==> config.mk <==
export PLATFORM = sky130hd
export DESIGN_NAME = gray_binarize_flat
export DESIGN_NICKNAME = d
export VERILOG_FILES = /design/src/rtl/gray_binarize_pkg.sv /design/src/rtl/gray_binarize_if.sv /design/src/rtl/gray_binarize_seq_udiv.sv /design/src/rtl/gray_binarize.sv /design/src/flat_wrapper.sv
export SDC_FILE = /design/constraint.sdc
export NUM_CORES = 1
export LEC_CHECK = 0
export CORE_MARGIN = 2
export CORE_UTILIZATION = 25
export DETAILED_ROUTE_END_ITERATION = 10
export GPL_TIMING_DRIVEN = 0
export SLEW_MARGIN = 20
export SYNTH_ARGS = -nofsm -noshare
export SYNTH_HDL_FRONTEND = slang
export SYNTH_SLANG_ARGS = --single-unit
==> constraint.sdc <==
create_clock -name i_clk -period 2.6 [get_ports i_clk]
set_input_delay 0.26 -clock i_clk [delete_from_list [all_inputs] [get_ports i_clk]]
set_output_delay 0.26 -clock i_clk [all_outputs]
set_load 0.005 [all_outputs]
==> src/rtl/gray_binarize_pkg.sv <==
// Shared definitions for the gray binarization stage: image geometry,
// FSM encodings, output pixel levels and the default threshold.
package gray_binarize_pkg;

  localparam int unsigned BYTE_WIDTH  = 8;
  localparam int unsigned ADDR_WIDTH  = 20;
  localparam int unsigned HEADER_SIZE = 54;
  localparam int unsigned NUM_PIXELS  = 262144;
  localparam int unsigned TOTAL_SIZE  = HEADER_SIZE + 3 * NUM_PIXELS;
  localparam int unsigned THRESHOLD   = 128;

  localparam logic [7:0] BIN_WHITE = 8'hFF;
  localparam logic [7:0] BIN_BLACK = 8'h00;

  localparam logic [2:0] ST_IDLE = 3'd0;
  localparam logic [2:0] ST_SUM  = 3'd1;
  localparam logic [2:0] ST_DIV  = 3'd2;
  localparam logic [2:0] ST_COPY = 3'd3;
  localparam logic [2:0] ST_DONE = 3'd4;

endpackage

==> src/rtl/gray_binarize_if.sv <==
// Source (gray) RAM read port and destination (binary) RAM write port.
interface gray_binarize_if #(
  parameter int unsigned BYTE_WIDTH = gray_binarize_pkg::BYTE_WIDTH,
  parameter int unsigned ADDR_WIDTH = gray_binarize_pkg::ADDR_WIDTH
);
  logic                  src_ren;
  logic [ADDR_WIDTH-1:0] src_addr;
  logic [BYTE_WIDTH-1:0] src_data;
  logic                  dst_wen;
  logic [ADDR_WIDTH-1:0] dst_addr;
  logic [BYTE_WIDTH-1:0] dst_data;

  modport master (
    output src_ren, src_addr, dst_wen, dst_addr, dst_data,
    input  src_data
  );

  modport slave (
    input  src_ren, src_addr, dst_wen, dst_addr, dst_data,
    output src_data
  );
endinterface

==> src/rtl/gray_binarize_seq_udiv.sv <==
// Restoring serial unsigned divider: one quotient bit per cycle after start,
// o_done pulses for one cycle when o_quotient is final.
module seq_udiv #(
  parameter int unsigned DVD_W = 26,
  parameter int unsigned DVS_W = 19
) (
  input  logic             i_clk,
  input  logic             i_rst,
  input  logic             i_start,
  input  logic [DVD_W-1:0] i_dividend,
  input  logic [DVS_W-1:0] i_divisor,
  output logic             o_busy,
  output logic             o_done,
  output logic [DVD_W-1:0] o_quotient
);
  import gray_binarize_pkg::*;

  localparam int unsigned CNT_W = $clog2(DVD_W + 1);

  logic [DVS_W-1:0] r_rem;
  logic [DVD_W-1:0] r_quot;
  logic [DVS_W-1:0] r_dvs;
  logic [CNT_W-1:0] r_cnt;
  logic             r_busy;
  logic             r_done;
  logic [DVS_W:0]   w_rem_sh;
  logic             w_ge;

  // Dividend bits shift out of the quotient register into the remainder.
  assign w_rem_sh = {r_rem, r_quot[DVD_W-1]};
  assign w_ge     = (w_rem_sh >= {1'b0, r_dvs});

  always_ff @(posedge i_clk) begin
    if (i_rst) begin
      r_rem  <= '0;
      r_quot <= '0;
      r_dvs  <= '0;
      r_cnt  <= '0;
      r_busy <= 1'b0;
      r_done <= 1'b0;
    end else begin
      r_done <= 1'b0;
      if (i_start && !r_busy) begin
        r_rem  <= '0;
        r_quot <= i_dividend;
        r_dvs  <= i_divisor;
        r_cnt  <= CNT_W'(DVD_W);
        r_busy <= 1'b1;
      end else if (r_busy) begin
        r_rem  <= DVS_W'(w_ge ? (w_rem_sh - {1'b0, r_dvs}) : w_rem_sh);
        r_quot <= {r_quot[DVD_W-2:0], w_ge};
        r_cnt  <= r_cnt - CNT_W'(1);
        if (r_cnt == CNT_W'(1)) begin
          r_busy <= 1'b0;
          r_done <= 1'b1;
        end
      end
    end
  end

  assign o_busy     = r_busy;
  assign o_done     = r_done;
  assign o_quotient = r_quot;
endmodule

==> src/rtl/gray_binarize.sv <==
// Thresholds a gray BMP into black/white, copying the header verbatim.
// Define MEAN_THRESH_EN to use the image mean as threshold (two-pass flow).
module gray_binarize #(
  parameter int unsigned BYTE_WIDTH  = gray_binarize_pkg::BYTE_WIDTH,
  parameter int unsigned ADDR_WIDTH  = gray_binarize_pkg::ADDR_WIDTH,
  parameter int unsigned HEADER_SIZE = gray_binarize_pkg::HEADER_SIZE,
  parameter int unsigned NUM_PIXELS  = gray_binarize_pkg::NUM_PIXELS,
  parameter int unsigned TOTAL_SIZE  = gray_binarize_pkg::TOTAL_SIZE,
  parameter int unsigned THRESHOLD   = gray_binarize_pkg::THRESHOLD
) (
  input  logic                  i_clk,
  input  logic                  i_rst,
  input  logic                  i_start,
  gray_binarize_if.master       bus,
  output logic [BYTE_WIDTH-1:0] o_thresh_out,
  output logic                  o_bin_done
);
  import gray_binarize_pkg::*;

  localparam logic [ADDR_WIDTH-1:0] LAST_ADDR = ADDR_WIDTH'(TOTAL_SIZE - 1);
  localparam logic [ADDR_WIDTH-1:0] HDR_ADDR  = ADDR_WIDTH'(HEADER_SIZE);

  logic [2:0]            r_state, w_state_nxt;
  logic                  r_src_ren, w_src_ren_nxt;
  logic [ADDR_WIDTH-1:0] r_src_addr, w_src_addr_nxt;
  logic                  r_dst_wen;
  logic [ADDR_WIDTH-1:0] r_dst_addr;
  logic [1:0]            r_ch;
  logic                  r_dec;
  logic                  r_done;
  logic [BYTE_WIDTH-1:0] r_thresh;
  logic [BYTE_WIDTH-1:0] w_dst_data;
  logic                  w_hdr;
  logic                  w_white;
  logic                  w_copy_rd;

`ifdef MEAN_THRESH_EN
  localparam int unsigned ACC_W = BYTE_WIDTH + $clog2(NUM_PIXELS);
  localparam int unsigned DVS_W = $clog2(NUM_PIXELS + 1);
  localparam logic [ADDR_WIDTH-1:0] LAST_PIX = ADDR_WIDTH'(HEADER_SIZE + 3 * (NUM_PIXELS - 1));

  logic [ACC_W-1:0] r_acc;
  logic             r_acc_vld;
  logic             r_div_start;
  logic             w_div_start;
  logic             w_div_busy;
  logic             w_div_done;
  logic [ACC_W-1:0] w_quot;
`endif

  always_ff @(posedge i_clk) begin
    if (i_rst) r_state <= ST_IDLE;
    else       r_state <= w_state_nxt;
  end

  always_comb begin
    w_state_nxt    = r_state;
    w_src_ren_nxt  = r_src_ren;
    w_src_addr_nxt = r_src_addr;
`ifdef MEAN_THRESH_EN
    w_div_start    = 1'b0;
`endif
    case (r_state)
      ST_IDLE: begin
        if (i_start) begin
          w_src_ren_nxt = 1'b1;
`ifdef MEAN_THRESH_EN
          w_state_nxt    = ST_SUM;
          w_src_addr_nxt = HDR_ADDR;
`else
          w_state_nxt    = ST_COPY;
          w_src_addr_nxt = '0;
`endif
        end
      end
`ifdef MEAN_THRESH_EN
      // Channel-0 reads, then one drain cycle for the last accumulate.
      ST_SUM: begin
        if (r_src_ren) begin
          if (r_src_addr == LAST_PIX) w_src_ren_nxt  = 1'b0;
          else                        w_src_addr_nxt = r_src_addr + ADDR_WIDTH'(3);
        end else if (!w_div_busy) begin
          w_state_nxt = ST_DIV;
          w_div_start = 1'b1;
        end
      end
      ST_DIV: begin
        if (w_div_done) begin
          w_state_nxt    = ST_COPY;
          w_src_ren_nxt  = 1'b1;
          w_src_addr_nxt = '0;
        end
      end
`endif
      ST_COPY: begin
        if (r_src_ren) begin
          if (r_src_addr == LAST_ADDR) w_src_ren_nxt  = 1'b0;
          else                         w_src_addr_nxt = r_src_addr + ADDR_WIDTH'(1);
        end
        if (r_dst_wen && (r_dst_addr == LAST_ADDR)) w_state_nxt = ST_DONE;
      end
      ST_DONE: ;
      default: w_state_nxt = ST_IDLE;
    endcase
  end

  assign w_copy_rd = (r_state == ST_COPY) && r_src_ren;
  assign w_hdr     = (r_dst_addr < HDR_ADDR);
  assign w_white   = (bus.src_data >= r_thresh);

  // Read data arrives in the write cycle, so the write byte is formed from it directly.
  always_comb begin
    w_dst_data = '0;
    if (r_dst_wen) begin
      if (w_hdr)              w_dst_data = bus.src_data;
      else if (r_ch == 2'd0)  w_dst_data = w_white ? BYTE_WIDTH'(BIN_WHITE) : BYTE_WIDTH'(BIN_BLACK);
      else                    w_dst_data = r_dec ? BYTE_WIDTH'(BIN_WHITE) : BYTE_WIDTH'(BIN_BLACK);
    end
  end

  always_ff @(posedge i_clk) begin
    if (i_rst) begin
      r_src_ren  <= 1'b0;
      r_src_addr <= '0;
      r_dst_wen  <= 1'b0;
      r_dst_addr <= '0;
      r_ch       <= 2'd0;
      r_dec      <= 1'b0;
      r_done     <= 1'b0;
    end else begin
      r_src_ren  <= w_src_ren_nxt;
      r_src_addr <= w_src_addr_nxt;
      r_dst_wen  <= w_copy_rd;
      if (w_copy_rd) r_dst_addr <= r_src_addr;
      // Channel 0 decides; channels 1 and 2 replay the latched decision.
      if (r_dst_wen && !w_hdr) begin
        r_ch <= (r_ch == 2'd2) ? 2'd0 : r_ch + 2'd1;
        if (r_ch == 2'd0) r_dec <= w_white;
      end
      r_done <= (w_state_nxt == ST_DONE);
    end
  end

`ifdef MEAN_THRESH_EN
  always_ff @(posedge i_clk) begin
    if (i_rst) begin
      r_acc       <= '0;
      r_acc_vld   <= 1'b0;
      r_div_start <= 1'b0;
      r_thresh    <= '0;
    end else begin
      r_acc_vld   <= (r_state == ST_SUM) && r_src_ren;
      r_div_start <= w_div_start;
      if (r_state == ST_IDLE) r_acc <= '0;
      else if (r_acc_vld)     r_acc <= r_acc + ACC_W'(bus.src_data);
      // The mean never exceeds a byte; saturate rather than wrap regardless.
      if (w_div_done)
        r_thresh <= (|w_quot[ACC_W-1:BYTE_WIDTH]) ? '1 : w_quot[BYTE_WIDTH-1:0];
    end
  end

  seq_udiv #(
    .DVD_W (ACC_W),
    .DVS_W (DVS_W)
  ) u_div (
    .i_clk      (i_clk),
    .i_rst      (i_rst),
    .i_start    (r_div_start),
    .i_dividend (r_acc),
    .i_divisor  (DVS_W'(NUM_PIXELS)),
    .o_busy     (w_div_busy),
    .o_done     (w_div_done),
    .o_quotient (w_quot)
  );
`else
  assign r_thresh = BYTE_WIDTH'(THRESHOLD);
`endif

  assign bus.src_ren   = r_src_ren;
  assign bus.src_addr  = r_src_addr;
  assign bus.dst_wen   = r_dst_wen;
  assign bus.dst_addr  = r_dst_addr;
  assign bus.dst_data  = w_dst_data;
  assign o_thresh_out  = r_thresh;
  assign o_bin_done    = r_done;
endmodule

==> src/flat_wrapper.sv <==
// flat-port wrapper written by rule: the top's interface ports become plain ports
module gray_binarize_flat import gray_binarize_pkg::*;
#(
  parameter int unsigned BYTE_WIDTH  = gray_binarize_pkg::BYTE_WIDTH,
  parameter int unsigned ADDR_WIDTH  = gray_binarize_pkg::ADDR_WIDTH,
  parameter int unsigned HEADER_SIZE = gray_binarize_pkg::HEADER_SIZE,
  parameter int unsigned NUM_PIXELS  = gray_binarize_pkg::NUM_PIXELS,
  parameter int unsigned TOTAL_SIZE  = gray_binarize_pkg::TOTAL_SIZE,
  parameter int unsigned THRESHOLD   = gray_binarize_pkg::THRESHOLD
)
  (i_clk, i_rst, i_start, o_thresh_out, o_bin_done, bus_src_ren, bus_src_addr, bus_dst_wen, bus_dst_addr, bus_dst_data, bus_src_data);
  gray_binarize_if #(.BYTE_WIDTH(BYTE_WIDTH), .ADDR_WIDTH(ADDR_WIDTH)) bus_i ();
  input  logic i_clk;
  input  logic i_rst;
  input  logic i_start;
  output logic [BYTE_WIDTH-1:0] o_thresh_out;
  output logic o_bin_done;
  output wire logic [$bits(bus_i.src_ren)-1:0] bus_src_ren;
  output wire logic [$bits(bus_i.src_addr)-1:0] bus_src_addr;
  output wire logic [$bits(bus_i.dst_wen)-1:0] bus_dst_wen;
  output wire logic [$bits(bus_i.dst_addr)-1:0] bus_dst_addr;
  output wire logic [$bits(bus_i.dst_data)-1:0] bus_dst_data;
  input wire logic [$bits(bus_i.src_data)-1:0] bus_src_data;
  assign bus_src_ren = bus_i.src_ren;
  assign bus_src_addr = bus_i.src_addr;
  assign bus_dst_wen = bus_i.dst_wen;
  assign bus_dst_addr = bus_i.dst_addr;
  assign bus_dst_data = bus_i.dst_data;
  assign bus_i.src_data = bus_src_data;
  gray_binarize #(.BYTE_WIDTH(BYTE_WIDTH), .ADDR_WIDTH(ADDR_WIDTH), .HEADER_SIZE(HEADER_SIZE), .NUM_PIXELS(NUM_PIXELS), .TOTAL_SIZE(TOTAL_SIZE), .THRESHOLD(THRESHOLD)) u_core (.i_clk(i_clk), .i_rst(i_rst), .i_start(i_start), .bus(bus_i), .o_thresh_out(o_thresh_out), .o_bin_done(o_bin_done));
endmodule
======== Word level (Yosys, flattened, before mapping) ========
Index checks and enable logic that the tools add are counted.
cells by class
  muxes and demuxes ....................... 17
  equal/unequal tests ..................... 9
  $add $sub $neg .......................... 2
  reductions and logical operators ........ 10
  magnitude comparators ................... 2
operator list
  cell                                                                   number
  20-bit two-way mux                                                     3
  20-bit equality test, second input constant                            2
  8-bit two-way mux                                                      5
  20-bit one-hot mux with 2 select lines                                 1
  20-bit by 1-bit adder with 20-bit output, second input constant        1
  20-bit by 6-bit < comparator with 1-bit output, second input constant  1
  3-bit one-hot mux with 3 select lines                                  1
  8-bit greater-or-equal comparator, second input constant               1
  3-bit equality test, second input constant                             2
  3-bit two-way mux                                                      2
  2-bit != test, second input constant                                   2
  2-bit AND reduction                                                    2
  4-bit AND reduction                                                    1
  3-bit by 2-bit equality test with 1-bit output, second input constant  1
  1-bit logical AND                                                      3
  3-bit logical NOT                                                      1
  1-bit two-way mux                                                      3
  2-bit by 1-bit adder with 2-bit output, second input constant          1
  2-bit equality test, second input constant                             1
  2-bit logical NOT                                                      1
  2-bit two-way mux                                                      1
  2-bit by 1-bit != test with 1-bit output, second input constant        1
  1-bit one-hot mux with 2 select lines                                  1
  2-bit nonzero test                                                     1
  1-bit logical NOT                                                      1
word-level totals
  word-level logic and storage cells ...... 48
  output and inout bits ................... 59
  register bits after elaboration ......... 49
  bits of input ports ..................... 11

======== Depth between registers and ports, before layout ========
  word-level depth ........................ 5
  depth in mapped cells ................... 8

======== Least setup slack after synthesis ========
No wires, ideal clock.
  path type ............................... register to register
  start ................................... register u_core.r_src_addr[1] (netlist: u_core.bus.src_addr[1])
  end ..................................... register u_core.r_src_addr[11] (netlist: u_core.bus.src_addr[11])
  path slack .............................. 674 ps
  period minus slack after synthesis ...... 1,926 ps
  data arrival time ....................... 1,810 ps
  stages on the path, launching flop included .. 9
  path buffers ............................ 1
  cell sequence ........................... dfxtp_1 inv_1 ha_1 and4b_1 and3_4 buf_6 a2111oi_4 a21oi_1 a31o_1
between the ends
  cells in the longest elaborated chain, start to end .. 4
RTL lines
  element                                   line                  source
  start, declared                           gray_binarize.sv:25   logic [ADDR_WIDTH-1:0] r_src_addr, w_src_addr_nxt;
  start signal, assigned                    gray_binarize.sv:132  r_src_addr <= w_src_addr_nxt;
  20-bit by 1-bit adder with 20-bit output  gray_binarize.sv:98   else w_src_addr_nxt = r_src_addr + ADDR_WIDTH'(1);
  20-bit two-way mux                        gray_binarize.sv:97   if (r_src_addr == LAST_ADDR) w_src_ren_nxt = 1'b0;
  20-bit two-way mux                        gray_binarize.sv:96   if (r_src_ren) begin
  20-bit one-hot mux with 2 select lines    gray_binarize.sv:63   case (r_state)
Parallel ways exist; a longest one is shown, timed or not. The select of a mux whose other input is x is not followed.
A chain may end at the register's enable or synchronous reset.

======== Worst setup path after layout ========
  start ................................... register u_core.r_dst_addr[10] (netlist: u_core.bus.dst_addr[10])
  end ..................................... output bus_dst_data[0]
between the ends
  cells in the longest elaborated chain, start to end .. 3
RTL lines
  element                                         line                  source
  start, declared                                 gray_binarize.sv:27   logic [ADDR_WIDTH-1:0] r_dst_addr;
  start signal, assigned                          gray_binarize.sv:134  if (w_copy_rd) r_dst_addr <= r_src_addr;
  20-bit by 6-bit < comparator with 1-bit output  gray_binarize.sv:108  assign w_hdr = (r_dst_addr < HDR_ADDR);
  8-bit two-way mux                               gray_binarize.sv:115  if (w_hdr) w_dst_data = bus.src_data;
  8-bit two-way mux                               gray_binarize.sv:114  if (r_dst_wen) begin
  end, declared                                   flat_wrapper.sv:22    output wire logic [$bits(bus_i.dst_data)-1:0] bus_dst_data;
Every way passes these cells.

==> results.py <==
metrics = {
    "die": {
        "io_pins": 70,
        "die_h_um": 101,
        "die-area_mm2": 0.0102,
        "coreArea_mm2": 0.00920,
        "die_w_um": 101,
        "start_util_pct": 25.6,
        "rows": 35,
    },
    "clock_network": {
        "htree_levels": 2,
        "clock-sinks": 49,
        "ctsHoldBuffers": 0,
        "cts_tree": "done",
        "cts-root-buf": "clkbuf_8",
        "clk_pin_slew_ns": 0.09,
        "cts_inserted_buffers": 5,
        "insertion_delay_ns": 0.30,
        "ctsLongestPathBuffers": 2,
    },
    "layout": {
        "drive_gt1_share_pct": 10.2,
        "stdcell_count": 484,
        "diodes": 0,
        "layout.cells.most_common": "nand2_1",
        "final_cell_mix": "nand2_1, clkdlybuf4s50_1, dfxtp_1, nor2_1, a21oi_1",
        "layout.nets": 385,
        "area_growth_pct": 40.3,
    },
    "grt": {
        "grt_usage_pct": 13.2,
        "grt_max_degree": 17,
        "antenna_found_initial": 0,
        "grt_pass1_wl_um": 10800,
        "grt-ovfl-total": 0,
        "grt_pass1_vias": 2146,
    },
    "power_and_ir_drop": {
        "switchingPower_w": 0.000316,
        "p_int_w": 0.00108,
        "totalPowerFinal_w": 0.00139,
        "ir_worst_vdd_uv": 176,
        "pwr-share-seq_pct": 54.4,
        "power_leakage_nw": 1.17,
        "p_sw_share_pct": 22.7,
        "clockPowerShare_pct": 40.1,
        "powerDensity_mw_per_mm2": 421,
        "comb_power_share_pct": 5.5,
    },
    "critical_path": {
        "worst_ep_required_time_ns": 2.34,
        "reg2reg_slack_ns": 0.32,
        "cp.arrival_ns": 2.20,
        "timing.critical_path.to": "bus_dst_data[0]",
        "ff2ff_path_depth": 5,
        "critPathCaptureType": "output port",
        "criticalPathCategory": "register to output port",
        "r2r-end": "u_core.bus.src_addr[3]",
        "critPathLaunchType": "register",
        "critPathMaxFanout": 7,
        "crit_slowest_cell": "clkdlybuf4s50_1",
        "max_stage_delay_ns": 0.51,
        "timing.rr.start": "u_core.r_state[2]",
        "path_cells": "nor4_2 > nand3_1 > buf_6 > nor2_4 > o21ai_4 > nor2_1 > clkdlybuf4s50_1",
        "startpoint": "u_core.bus.dst_addr[10]",
    },
    "logic_synthesis": {
        "ys_ff_latch": 49,
        "synthDistinctLibCells": 48,
        "synth_top_area_share_pct": 41.6,
        "synth_top_area_cell": "dfxtp_1",
        "synthCells": 297,
        "netlist_area_mm2": 0.00236,
        "synth_ff_type": "dfxtp_1",
        "ys_warn_count": 0,
        "synth_area_leaders": "dfxtp_1, nand2_1, a21oi_1",
        "async_flop_share_pct": 0,
        "seq_area_frac_synth_pct": 41.6,
        "syn_area_per_cell_um2": 7.94,
        "synth-edff-count": 0,
    },
    "timing": {
        "setup_violations": 0,
        "final.min_clock_period_ns": 2.46,
        "hold_viol": 0,
        "worst_hold_slack_ns": 0.463,
        "slew_headroom_pct": 52.6,
        "skew_ns": 0.00522,
        "tightest_slew_ns": 0.701,
        "fin_crit_sh_pct": 94.5,
        "setup_slack_ns": 0.143,
        "fmax_mhz": 407,
        "slew_viol_final": 0,
        "rsz0062_at_grt": "no",
        "finalSetupTns_ns": 0,
    },
    "route": {
        "drt_iter0_markers": 93,
        "routed_wl_um": 6850,
        "wl_per_cell_um": 14.2,
        "first_pass_iters": 4,
        "vias": 2326,
        "avgViaCountPerCell": 4.81,
        "drc_errors": 0,
        "ant_nets": 0,
    },
    "placed_design": {
        "placed_cells": 474,
        "dp_hpwl_um": 5020,
        "pre_cts_ws_ns": -0.0176,
        "gp_congestion": 0.848,
        "port_buffers": 60,
    },
    "outcome": {
        "status": "finished clean",
    },
    "hold_path": {
        "hold_class": "input port to register",
        "worstHoldStart": "i_rst",
    },
    "job": {
        "max_cap_viol_count": 0,
    },
}
[per-layer routing]
metal / GRT usage [%] / routed length (um) / up-vias
met4: 4.05 / 55 / 0
li1: - / - / 1166
met5: 0 / 0 / -
met2: 20.1 / 3100 / 69
met3: 2.42 / 355 / 5
met1: 19.0 / 3340 / 1086
[critical path: cells and delay by family (launching register included)]
kind / cells / cell delay (ns)
and+or+nand+nor: 4 / 0.76
buffers and inverters: 2 / 0.68
DFF: 1 / 0.36
AOI/OAI and AO/OA: 1 / 0.10
[cells by family (layout without fill, tap and decap cells)]
| family | Yosys count | in the layout | share of synthesized area, % |
|---|---|---|---|
| flops | 49 | 49 | 41.6 |
| compound gates | 55 | 55 | 14.9 |
| fa+ha+maj | 2 | 2 | 1.06 |
| xor+xnor | 8 | 8 | 2.97 |
| simple gates | 151 | 151 | 31.0 |
| buf+inv | 25 | 95 | 5.99 |
| mux | 5 | 5 | 2.18 |
| other cells | 2 | 8 | 0.318 |
[cell type report]
type | count | area (um^2)
fill | 969 | 5890
multi-input combinational | 229 | 1310
sequential | 49 | 981
timing repair buffer | 62 | 621
buffer | 24 | 145
tap | 111 | 139
clock buffer | 5 | 68.8
clock inverter | 3 | 46.3
inverter | 1 | 3.75
[power by group through the flow]
stage | sequential (W) | combinational, W | clock [W]
finish | 0.000759 | 0.0000765 | 0.000558
global route | 0.000760 | 0.0000839 | 0.000606
CTS | 0.000759 | 0.0000758 | 0.000572
detailed placement | 0.000776 | 0.0000752 | 0
global placement | 0.000776 | 0.0000745 | 0
floorplan | 0.000775 | 0.0000442 | 0
[worst min-delay path by stage]
stage                     slack, ns                      to  cells past startpoint
after floorplan                0.40            u_core.r_dec                      2
after global placement         0.46          u_core.r_ch[0]                      2
after CTS                      0.46  u_core.bus.src_addr[1]                      4
final                          0.46  u_core.bus.src_addr[1]                      4
after detailed placement       0.47  u_core.bus.dst_addr[9]                      2
after global routing           0.50  u_core.bus.src_addr[1]                      4
[synth_stat cells, types with 2 or more instances]
| cell type | count |
|---|---|
| a211oi_1 | 2 |
| a21oi_1 | 31 |
| a31o_1 | 4 |
| and2_1 | 3 |
| and3_1 | 6 |
| and4_1 | 2 |
| and4b_1 | 2 |
| buf_1 | 2 |
| buf_2 | 2 |
| buf_4 | 8 |
| buf_6 | 2 |
| clkbuf_1 | 10 |
| conb_1 | 2 |
| dfxtp_1 | 49 |
| ha_1 | 2 |
| mux2i_1 | 4 |
| nand2_1 | 61 |
| nand3_1 | 3 |
| nand4_1 | 8 |
| nand4b_1 | 2 |
| nor2_1 | 33 |
| nor3_1 | 11 |
| nor4_1 | 5 |
| o211ai_1 | 2 |
| o21ai_0 | 5 |
| o21ai_1 | 4 |
| or3_1 | 5 |
| xnor2_1 | 7 |
[flip-flops by register name, indices dropped and copies added (netlist names)]
name	flops
u_core.bus.dst_addr	20
u_core.bus.dst_wen	1
u_core.bus.src_addr	20
u_core.bus.src_ren	1
u_core.o_bin_done	1
u_core.r_ch	2
u_core.r_dec	1
u_core.r_state	3
[stage by stage]
stage	cell area, um^2	util (%)
after global routing	3310	36.0
final	3310	36.0
after floorplan	2380	-
after detailed placement	3120	33.9
after global placement	3120	33.9
after CTS	3250	35.4
[timing repair]
action | in CTS | in global routing
pin swaps | 1 | 3
endpoints found under the setup margin | 8 | 8
setup buffers | 0 | 2
endpoints found under the hold margin | 0 | 0
gates resized for setup | 5 | 10
Note: power is estimated with default switching activity, not from simulation.
